==> config.mk <==
export PLATFORM = sky130hd
export DESIGN_NAME = classifier_scheduler
export DESIGN_NICKNAME = d
export VERILOG_FILES = /design/src/rtl/face_det_pkg.sv /design/src/rtl/cls_next_sel.sv /design/src/rtl/classifier_scheduler.sv
export SDC_FILE = /design/constraint.sdc
export NUM_CORES = 1
export LEC_CHECK = 0
export ABC_AREA = 1
export BUFFER_PORTS_ARGS = -buffer_cell sky130_fd_sc_hd__buf_2
export CAP_MARGIN = 10
export CORE_ASPECT_RATIO = 0.6
export CORE_MARGIN = 4
export CORE_UTILIZATION = 47
export CTS_CLUSTER_DIAMETER = 150
export CTS_CLUSTER_SIZE = 28
export DETAILED_ROUTE_END_ITERATION = 10
export PLACE_DENSITY = 0.81
export SYNTH_ARGS = -nofsm -noshare
export SYNTH_HDL_FRONTEND = slang
export SYNTH_SLANG_ARGS = --single-unit
==> constraint.sdc <==
create_clock -name clk -period 2.1 [get_ports clk]
set_input_delay 0.525 -clock clk [delete_from_list [all_inputs] [get_ports clk]]
set_output_delay 0.525 -clock clk [all_outputs]
set_load 0.02 [all_outputs]
==> src/rtl/face_det_pkg.sv <==
// ---------------------------------------------------------------------------
// face_det_pkg
// Shared definitions for the face-detection datapath: integral-image buffer
// geometry, classifier-bank limits and the classifier scheduler state
// encoding.
// No ports (package).
// ---------------------------------------------------------------------------
package face_det_pkg;

   // Integral-image buffer geometry.
   localparam int II_ADDR_W = 15;
   localparam int II_WIDTH  = 160;
   localparam int II_HEIGHT = 120;

   // Upper bound on classifiers per bank. This keeps the 4-bit vote
   // accumulator from overflowing.
   localparam int MAX_CLS = 8;

   // Scheduler state encoding.
   typedef enum logic [2:0] {
      ST_IDLE   = 3'd0,
      ST_SELECT = 3'd1,
      ST_RUN    = 3'd2,
      ST_GAP    = 3'd3,
      ST_FINISH = 3'd4
   } sched_state_t;

   // Width of a classifier index. It is never narrower than one bit.
   function automatic int idx_width(input int n);
      return (n > 1) ? $clog2(n) : 1;
   endfunction

endpackage

==> src/rtl/cls_next_sel.sv <==
// ---------------------------------------------------------------------------
// cls_next_sel
// Combinational search for the lowest set bit of a classifier mask that lies
// strictly above index i_k. Passing i_k = -1 yields the lowest set bit
// overall.
// Ports:
//   i_mask  in  N_CLS   classifier enable mask
//   i_k     in  IDX_W+1 signed start index (search is for bits above it)
//   o_idx   out IDX_W   found index (0 when o_none)
//   o_none  out 1       no qualifying bit exists
// ---------------------------------------------------------------------------
module cls_next_sel
   import face_det_pkg::*;
#(
   parameter int N_CLS = 4,
   parameter int IDX_W = idx_width(N_CLS)
)(
   input  logic [N_CLS-1:0]      i_mask,
   input  logic signed [IDX_W:0] i_k,
   output logic [IDX_W-1:0]      o_idx,
   output logic                  o_none
);

   int w_k;
   assign w_k = int'(i_k);

   // NOTE: every output of a combinational block gets a default first, so
   // no path through the block leaves a value held (no latch).
   always_comb begin
      o_idx  = '0;
      o_none = 1'b1;
      // The scan runs downward, so the lowest qualifying index is written last.
      for (int j = N_CLS - 1; j >= 0; j--) begin
         if (i_mask[j] && (j > w_k)) begin
            o_idx  = IDX_W'(j);
            o_none = 1'b0;
         end
      end
   end

endmodule

==> src/rtl/classifier_scheduler.sv <==
// ---------------------------------------------------------------------------
// classifier_scheduler
// Runs each enabled Haar classifier in turn on the shared integral-image
// read port. It collects the per-classifier votes and reports a face/no-face
// decision at the end of each pass.
// Ports:
//   clk, rst_n           clock, async active-low reset
//   start                in  1        request a pass (ignored while busy)
//   cls_mask             in  N_CLS    classifier enables, latched on start
//   vote_thr             in  4        face threshold, latched on start (0 acts as 1)
//   cls_rd_addr          in  N_CLS*ADDR_W  classifier read addresses
//   cls_detect_done      in  N_CLS    classifier done pulses
//   cls_detected_flag    in  N_CLS    classifier results
//   cls_detect_en        out N_CLS    one-hot run enable (registered)
//   buf_rd_addr          out ADDR_W   buffer address (selected classifier in RUN, else 0)
//   busy                 out 1        pass in progress
//   done                 out 1        end-of-pass pulse
//   face_detected        out 1        pass result
//   vote_count           out 4        votes in the last pass
//   timeout_err          out 1        a classifier timed out (sticky until next start)
// ---------------------------------------------------------------------------
module classifier_scheduler
   import face_det_pkg::*;
#(
   parameter int N_CLS   = 4,
   parameter int ADDR_W  = II_ADDR_W,
   parameter int TIMEOUT = 32
)(
   input  logic                    clk,
   input  logic                    rst_n,
   input  logic                    start,
   input  logic [N_CLS-1:0]        cls_mask,
   input  logic [3:0]              vote_thr,
   input  logic [N_CLS*ADDR_W-1:0] cls_rd_addr,
   input  logic [N_CLS-1:0]        cls_detect_done,
   input  logic [N_CLS-1:0]        cls_detected_flag,
   output logic [N_CLS-1:0]        cls_detect_en,
   output logic [ADDR_W-1:0]       buf_rd_addr,
   output logic                    busy,
   output logic                    done,
   output logic                    face_detected,
   output logic [3:0]              vote_count,
   output logic                    timeout_err
);

   localparam int IDX_W = idx_width(N_CLS);
   localparam int CNT_W = $clog2(TIMEOUT + 1);

   sched_state_t r_state, w_next;

   logic [N_CLS-1:0] r_mask;
   logic [3:0]       r_thr, r_acc;
   logic [IDX_W-1:0] r_k;
   logic [CNT_W-1:0] r_tmo_cnt;

   logic [N_CLS-1:0]  r_en, w_en_d;
   logic              r_busy, r_done, r_face, r_timeout_err;
   logic [3:0]        r_vote_count;

   logic [ADDR_W-1:0] w_addr [N_CLS];
   logic [IDX_W-1:0]  w_first_idx, w_next_idx;
   logic              w_first_none, w_next_none;
   logic signed [IDX_W:0] w_k_cur, w_k_first;
   logic              w_sel_done, w_sel_flag, w_tmo;
   logic [3:0]        w_thr_eff;
   logic [N_CLS-1:0]  w_sel_onehot;

   for (genvar g = 0; g < N_CLS; g++) begin : g_addr
      assign w_addr[g] = cls_rd_addr[g*ADDR_W +: ADDR_W];
   end

   assign w_k_cur      = {1'b0, r_k};
   assign w_k_first    = '1;           // -1: search from the bottom
   assign w_sel_done   = cls_detect_done[r_k];
   assign w_sel_flag   = cls_detected_flag[r_k];
   assign w_tmo        = (r_tmo_cnt == CNT_W'(TIMEOUT - 1));
   assign w_thr_eff    = (r_thr == 4'd0) ? 4'd1 : r_thr;
   assign w_sel_onehot = N_CLS'(1) << r_k;

   cls_next_sel #(.N_CLS(N_CLS), .IDX_W(IDX_W)) u_first_sel (
      .i_mask (cls_mask),
      .i_k    (w_k_first),
      .o_idx  (w_first_idx),
      .o_none (w_first_none)
   );

   cls_next_sel #(.N_CLS(N_CLS), .IDX_W(IDX_W)) u_next_sel (
      .i_mask (r_mask),
      .i_k    (w_k_cur),
      .o_idx  (w_next_idx),
      .o_none (w_next_none)
   );

   // State register.
   // NOTE: clocked state uses non-blocking assignment so every register
   // samples pre-edge values; blocking here would create ordering races.
   always_ff @(posedge clk or negedge rst_n) begin
      if (!rst_n) r_state <= ST_IDLE;
      else        r_state <= w_next;
   end

   // Next-state logic.
   always_comb begin
      w_next = r_state;
      unique case (r_state)
         ST_IDLE:   if (start) w_next = w_first_none ? ST_FINISH : ST_SELECT;
         ST_SELECT: w_next = ST_RUN;
         ST_RUN:    if (w_sel_done || w_tmo) w_next = ST_GAP;
         ST_GAP:    w_next = w_next_none ? ST_FINISH : ST_SELECT;
         ST_FINISH: w_next = ST_IDLE;
         default:   w_next = ST_IDLE;
      endcase
   end

   // Output decode. The enable register tracks SELECT/RUN one cycle late.
   // This puts the rising edge in the first RUN cycle and makes the single
   // low cycle between classifiers coincide with SELECT. The buffer address
   // is a pure mux, so it adds no latency.
   always_comb begin
      w_en_d      = '0;
      buf_rd_addr = '0;
      if (r_state == ST_SELECT || r_state == ST_RUN) w_en_d = w_sel_onehot;
      if (r_state == ST_RUN) buf_rd_addr = w_addr[r_k];
   end

   // Datapath: latched pass parameters, classifier index, timeout, votes.
   always_ff @(posedge clk or negedge rst_n) begin
      if (!rst_n) begin
         r_mask        <= '0;
         r_thr         <= '0;
         r_acc         <= '0;
         r_k           <= '0;
         r_tmo_cnt     <= '0;
         r_timeout_err <= 1'b0;
      end else begin
         unique case (r_state)
            ST_IDLE: if (start) begin
               r_mask        <= cls_mask;
               r_thr         <= vote_thr;
               r_acc         <= '0;
               r_k           <= w_first_idx;
               r_timeout_err <= 1'b0;
            end
            ST_SELECT: r_tmo_cnt <= '0;
            ST_RUN: begin
               r_tmo_cnt <= r_tmo_cnt + 1'b1;
               // A done pulse arriving in the timeout cycle still counts.
               if (w_sel_done)  r_acc <= r_acc + {3'b000, w_sel_flag};
               else if (w_tmo)  r_timeout_err <= 1'b1;
            end
            ST_GAP: if (!w_next_none) r_k <= w_next_idx;
            default: ;
         endcase
      end
   end

   // Registered outputs.
   always_ff @(posedge clk or negedge rst_n) begin
      if (!rst_n) begin
         r_en         <= '0;
         r_busy       <= 1'b0;
         r_done       <= 1'b0;
         r_face       <= 1'b0;
         r_vote_count <= '0;
      end else begin
         r_en   <= w_en_d;
         r_busy <= (w_next != ST_IDLE);
         r_done <= (r_state == ST_FINISH);
         if (r_state == ST_FINISH) begin
            r_vote_count <= r_acc;
            r_face       <= (r_acc >= w_thr_eff);
         end
      end
   end

   assign cls_detect_en = r_en;
   assign busy          = r_busy;
   assign done          = r_done;
   assign face_detected = r_face;
   assign vote_count    = r_vote_count;
   assign timeout_err   = r_timeout_err;

endmodule

==> out/results.txt, run 1 <==
outcome -> completed
Leakage Power -> 1.56 nW
Most used DFF post-synth -> dfrtp_1
Die Span X -> 96.6 µm
row cnt -> 19
nets -> 493
total internal power -> 1.97 mW
cts hold-fix bufs -> 0
worst IR drop on VDD -> 644 µV
H-Tree Depth -> 2
final WL -> 6800 µm
Vias -> 2505
Worst Tran Pin Value -> 766 ps
Switch Pwr -> 1.86 mW
register area share after synthesis -> 38.5%
Placed Area -> 2800 µm²
final setup fails -> 0
grt total ovfl -> 0
first-pass GRT wire length -> 10300 µm
1st-iter DRT viols -> 146
slew margin rel. -> 48.9%
Mapped Cells -> 299
CP bufs+invs -> 2
worst-case clock skew -> 4.74 ps
GP Congestion -> 0.791
total core area -> 4560 µm²
delay-heaviest family, CP -> flip-flops
PwrDens -> 1280 nW/µm²
crit-path cells -> nor2_4, buf_6, nand2_1, a41oi_2, buf_4
Tcrit/Tclk final -> 98.0%
Sw Share -> 48.5%
router iterations before antenna repair -> 4
post-route ant nets -> 0
num ports -> 106
Worst Path Required -> 1570 ps
synth warn -> 0
Cell variety after synth -> 31
Hold Vio Cnt, Final -> 0
CTS sink count -> 34
Async SR Flop Fraction -> 100%
Gate power share -> 60.4%
Antenna diodes -> 0
share of cells above drive strength 1 -> 35.3%
critical path endpoint category -> output pin
largest net degree at the start of global routing -> 35
Final HPWL DP -> 5090 µm
Reg clk slew, reported paths -> 70 ps
critical path fanouts, max -> 10
GRT Overall Usage -> 22.4%
Crit path largest cell delay -> 460 ps
sequential power share -> 26.7%
Multi-input gate area -> 1250 µm²
Synth Register Bits -> 34
total CTS buffers -> 5
Post-synth EDFFs -> 0
# Max-Cap Violations -> 0
FILL cells -> 391
CP Class -> reg2out
CTS tree -> done
Worst Hold Class -> in2async
fin crit period -> 2060 ps
Port Buf Inserts -> 105
wire per inst -> 14.4 µm
maximum clock path buffer count -> 2
Skew-Pair Late Insertion Delay -> 290 ps
final max-slew violation count -> 0
Post-Syn Area per Cell -> 7.40 µm²
clock share of power -> 12.9%
Synth Net Count -> 385
detailed-route DRC error count -> 0
Fin Setup TNS -> 0 ps
number of global-route vias before repair -> 2379
f_max -> 486 MHz
Register Area -> 853 µm²
post-DR vias/cell -> 5.32
CP max stage cell -> dfrtp_2
RSZ-0062 raised after global routing -> true
die area -> 5900 µm²
initial antenna violation count -> 0
die height -> 61.1 µm
Initial Utilization -> 48.5%
type of origin of the critical path -> register
Finished Cell Area -> 3000 µm²
synthesis-to-finish area growth -> 35.7%
synthesized cell area -> 2210 µm²
arrival time at the worst endpoint -> 1530 ps
CTS Root Cell -> clkbuf_8
cell usage after synthesis (2+ instances only):
library cell  number  share of area (%)
a21oi_1            4               0.91
a41oi_1           14                5.5
buf_2              7                1.6
buf_4              2               0.68
buf_6              3                1.5
dfrtp_1           34                 38
ha_1               7                4.0
inv_1             20                3.4
nand2_1           98                 17
nand2_2            4                1.1
nand3_1           54                 12
nand4_1            2               0.57
nor2_1            16                2.7
nor2_2             2               0.57
nor3_1             4               0.91
o21ai_0           11                2.5
o21ai_1            2               0.45
xor2_1             2               0.79
through the flow:
step / hold WS, ps / power (mW) / utilization (%) / instances / setup slack [ps]
3_3_place_gp: 453 / 3.07 / 61.3 / 463 / 243
3_5_place_dp: 455 / 3.14 / 61.3 / 463 / 218
2_1_floorplan: 229 / 2.53 / - / 299 / 223
5_1_grt: 372 / 4.12 / 65.8 / 471 / -12.1
4_1_cts: 337 / 3.69 / 63.8 / 471 / 4.23
6_report: 312 / 3.83 / 65.8 / 471 / 43.0
power groups by stage:
stage / combinational, mW / clock, mW / sequential (mW)
after floorplan: 1.47 / 0 / 1.05
after detailed placement: 2.12 / 0 / 1.02
final: 2.31 / 0.495 / 1.02
after CTS: 2.17 / 0.506 / 1.02
after global placement: 2.06 / 0 / 1.01
after global routing: 2.53 / 0.534 / 1.05
path summary, 6_finish.rpt:
kind | cells after the start | to | slack, ps | startpoint
worst max-delay path | 5 | buf_rd_addr[6] | 40 | r_k[0]$_DFFE_PN0P_
worst min-delay path | 1 | r_tmo_cnt[4]$_DFFE_PN0P_ | 310 | rst_n
worst max register to register | 10 | r_acc[2]$_DFFE_PN0P_ | 350 | r_k[0]$_DFFE_PN0P_
worst min register to register | 2 | vote_count[2]$_DFFE_PN0P_ | 470 | vote_count[2]$_DFFE_PN0P_
max in group asynchronous | 1 | r_k[1]$_DFFE_PN0P_ | 1260 | rst_n
min in group clk | 3 | r_thr[0]$_DFFE_PN0P_ | 450 | vote_thr[0]
cell families (layout without fill, tap and decap cells):
family                   after synthesis  after routing  share of synthesized area (%)
AND/OR/NAND/NOR                      183            183                           36.6
AO/OA/AOI/OAI                         38             38                           12.3
flip-flops                            34             34                           38.5
buffers and inverters                 34            143                           7.52
adder cells (fa/ha/maj)                7              7                           3.96
XOR/XNOR                               3              3                           1.19
placed cells by master, fill, tap and decap left out, drive strengths merged:
master / instances
dfrtp: 34
clkbuf: 7
nor2: 19
a31o: 1
a41oi: 15
xor2: 2
nand2: 103
inv: 21
ha: 7
a22o: 1
clkinv: 1
o21bai: 1
buf: 114
o21ai: 14
o22ai: 1
nand4: 2
a21oi: 4
xnor2: 1
a22oi: 1
nand3: 55
nor3: 4
repair_timing:
| action | in CTS | in global routing |
|---|---|---|
| cloned | 0 | 0 |
| resized for setup | 8 | 21 |
| setup buffers | 0 | 0 |
| endpoints found under the setup margin | 15 | 15 |
| pin swaps | 0 | 1 |
sequential cells by signal, indices dropped and copies added, names as in the netlist:
signal         flops
face_detected      1
timeout_err        1
r_state            3
r_acc              4
vote_count         4
r_thr              4
r_k                2
busy               1
done               1
r_tmo_cnt          6
r_mask             3
cls_detect_en      4
metal layers:
metal / up-vias / wire [µm] / share of wire [%] / global-route usage [%]
li1: 1223 / - / - / -
met1: 1179 / 2860 / 42 / 26.7
met2: 97 / 3280 / 48 / 41.8
met3: 6 / 603 / 8.9 / 4.76
met4: 0 / 53 / 0.78 / 5.99
met5: - / 0 / 0 / 0
area by class of cell:
cell class	count	share of cell area, %
clock buffers	7	2.88
clock inverters	1	0.167
inverters	21	2.71
multi-input cells	231	41.7
flip-flops and latches	34	28.4
well taps	63	2.63
repair buffers	114	21.5
No activity file was read; power rests on OpenSTA's default activity.
==> run 2: changes to the inputs <==
--- a/config.mk
+++ b/config.mk
@@ -9,12 +9,11 @@
 export BUFFER_PORTS_ARGS = -buffer_cell sky130_fd_sc_hd__buf_2
 export CAP_MARGIN = 10
 export CORE_ASPECT_RATIO = 0.6
-export CORE_MARGIN = 4
-export CORE_UTILIZATION = 47
+export CORE_UTILIZATION = 46
 export CTS_CLUSTER_DIAMETER = 150
 export CTS_CLUSTER_SIZE = 28
 export DETAILED_ROUTE_END_ITERATION = 10
-export PLACE_DENSITY = 0.81
+export PLACE_DENSITY = 0.8
 export SYNTH_ARGS = -nofsm -noshare
 export SYNTH_HDL_FRONTEND = slang
 export SYNTH_SLANG_ARGS = --single-unit
==> out/results.txt, run 2 (synthesis gave the netlist of run 1 again) <==
critical path endpoint category -> output pin
Biggest register -> r_tmo_cnt
worst-case clock skew -> 2.75 ps
outcome -> completed
Worst Hold Class -> in2async
largest net degree at the start of global routing -> 31
initial antenna violation count -> 0
Crit path largest cell delay -> 490 ps
Vias -> 2500
CP Class -> reg2out
die height -> 55.7 µm
slew margin rel. -> 70.2%
Tcrit/Tclk final -> 99.4%
Worst Path Required -> 1570 ps
delay-heaviest family, CP -> flip-flops
Reg clk slew, reported paths -> 70 ps
Port Buf Inserts -> 105
final setup fails -> 0
final WL -> 6370 µm
number of global-route vias before repair -> 2282
CP bufs+invs -> 2
worst IR drop on VDD -> 705 µV
final max-slew violation count -> 0
commonest non-fill, non-tap cell in the layout -> nand2_1
CP Depth -> 5
Worst Tran Pin Value -> 447 ps
total CTS buffers -> 5
FF-to-FF End -> r_acc[2]$_DFFE_PN0P_
nets -> 494
num ports -> 106
RR Startpoint -> r_k[0]$_DFFE_PN0P_
Leakage Power -> 1.56 nW
CTS sink count -> 34
total core area -> 4590 µm²
CP max stage cell -> dfrtp_2
Initial Utilization -> 48.2%
f_max -> 479 MHz
Final Util -> 66.2%
Skew-Pair Late Insertion Delay -> 280 ps
maximum clock path buffer count -> 2
GRT Overall Usage -> 25.2%
type of origin of the critical path -> register
DP Worst Slack -> 162 ps
CTS Root Cell -> clkbuf_8
fin crit period -> 2090 ps
Die Span X -> 91.5 µm
crit-path cells -> nor2_4, buf_12, nand2_1, a41oi_1, buf_4
grt total ovfl -> 0
die area -> 5100 µm²
router iterations before antenna repair -> 5
post-DR vias/cell -> 5.30
Worst Slack Setup Final -> 13.6 ps
post-route ant nets -> 0
FILL cells -> 385
first-pass GRT wire length -> 10300 µm
Fin Setup TNS -> 0 ps
share of cells above drive strength 1 -> 35.5%
# Max-Cap Violations -> 0
wire per inst -> 13.5 µm
detailed-route DRC error count -> 0
critical path fanouts, max -> 16
1st-iter DRT viols -> 148
max FFs per register -> 6
Hold Worst Slack -> 180 ps
PwrDens -> 1300 nW/µm²
most frequent cells in the layout -> 97 x nand2_1, 92 x buf_2, 54 x nand3_1
GP Congestion -> 0.836
RSZ-0062 raised after global routing -> true
arrival time at the worst endpoint -> 1560 ps
Final HPWL DP -> 4520 µm
FF-to-FF path depth -> 10
CTS tree -> done
cts hold-fix bufs -> 0
row cnt -> 19
Hold Vio Cnt, Final -> 0
synthesis-to-finish area growth -> 37.3%
H-Tree Depth -> 2
R2R setup slack -> 260 ps
Antenna diodes -> 0
==> run 2: cell count changes in the layout (fill, tap and decap cells not counted), sizes merged <==
cell,before,now
bufinv,0,1
nor2,19,20
clkinv,1,0
==> run 2: through the flow <==
stage	instance area, µm²	total power, mW	cells
6_report	3040	3.94	472
5_1_grt	3040	4.25	472
4_1_cts	2940	3.78	472
3_5_place_dp	2790	3.10	462
3_3_place_gp	2790	3.05	462
2_1_floorplan	2210	2.53	299
==> run 2: layout make-up <==
| type | instances | area [µm²] | share of cell area (%) |
|---|---|---|---|
| clock buffer | 7 | 76.3 | 2.51 |
| clock inverter | 1 | 30.0 | 0.988 |
| sequential | 34 | 853 | 28.1 |
| timing repair buffer | 114 | 649 | 21.4 |
| multi-input combinational | 232 | 1270 | 41.7 |
| inverter | 21 | 83.8 | 2.76 |
| tap | 63 | 78.8 | 2.59 |
==> run 2: layer usage <==
metal,GRT usage [%],routed length (µm),vias to the layer above
met5,0,0,-
met4,7.48,63,0
met3,5.74,440,7
met2,42.0,2960,101
met1,32.9,2910,1157
li1,-,-,1235
==> run 2: worst reg2reg max path: stages (launching register included) <==
cell and delay (ps):
dfrtp_2 490, inv_6 200, nor2_4 110, a22oi_1 150, nand3_1 90, ha_1 210, ha_1 200, xnor2_1 140
nor2_1 50, nand2_1 60, nand2_1 40
==> run 2: timing repair <==
| action | 4_1_cts | 5_1_grt |
|---|---|---|
| pin swaps | 1 | 1 |
| resized for setup | 8 | 25 |
| setup buffers | 1 | 0 |
| setup endpoints to repair | 15 | 15 |
| cloned | 1 | 0 |
==> run 2: power breakdown <==
part / total, mW / internal (mW) / switching (mW) / leakage [nW]
sequential: 1.02 / 0.865 / 0.153 / 0.445
clock: 0.588 / 0.355 / 0.233 / 0.0524
combinational: 2.34 / 0.857 / 1.48 / 1.07
total: 3.94 / 2.08 / 1.87 / 1.56
==> run 2: worst max-delay path by stage <==
stage                  startpoint                    to
6_report       r_k[0]$_DFFE_PN0P_        buf_rd_addr[0]
5_1_grt        r_k[0]$_DFFE_PN0P_       buf_rd_addr[11]
4_1_cts        r_k[0]$_DFFE_PN0P_        buf_rd_addr[5]
3_5_place_dp   r_k[0]$_DFFE_PN0P_  r_acc[2]$_DFFE_PN0P_
3_3_place_gp   r_k[1]$_DFFE_PN0P_        buf_rd_addr[0]
2_1_floorplan  r_k[0]$_DFFE_PN0P_       buf_rd_addr[10]
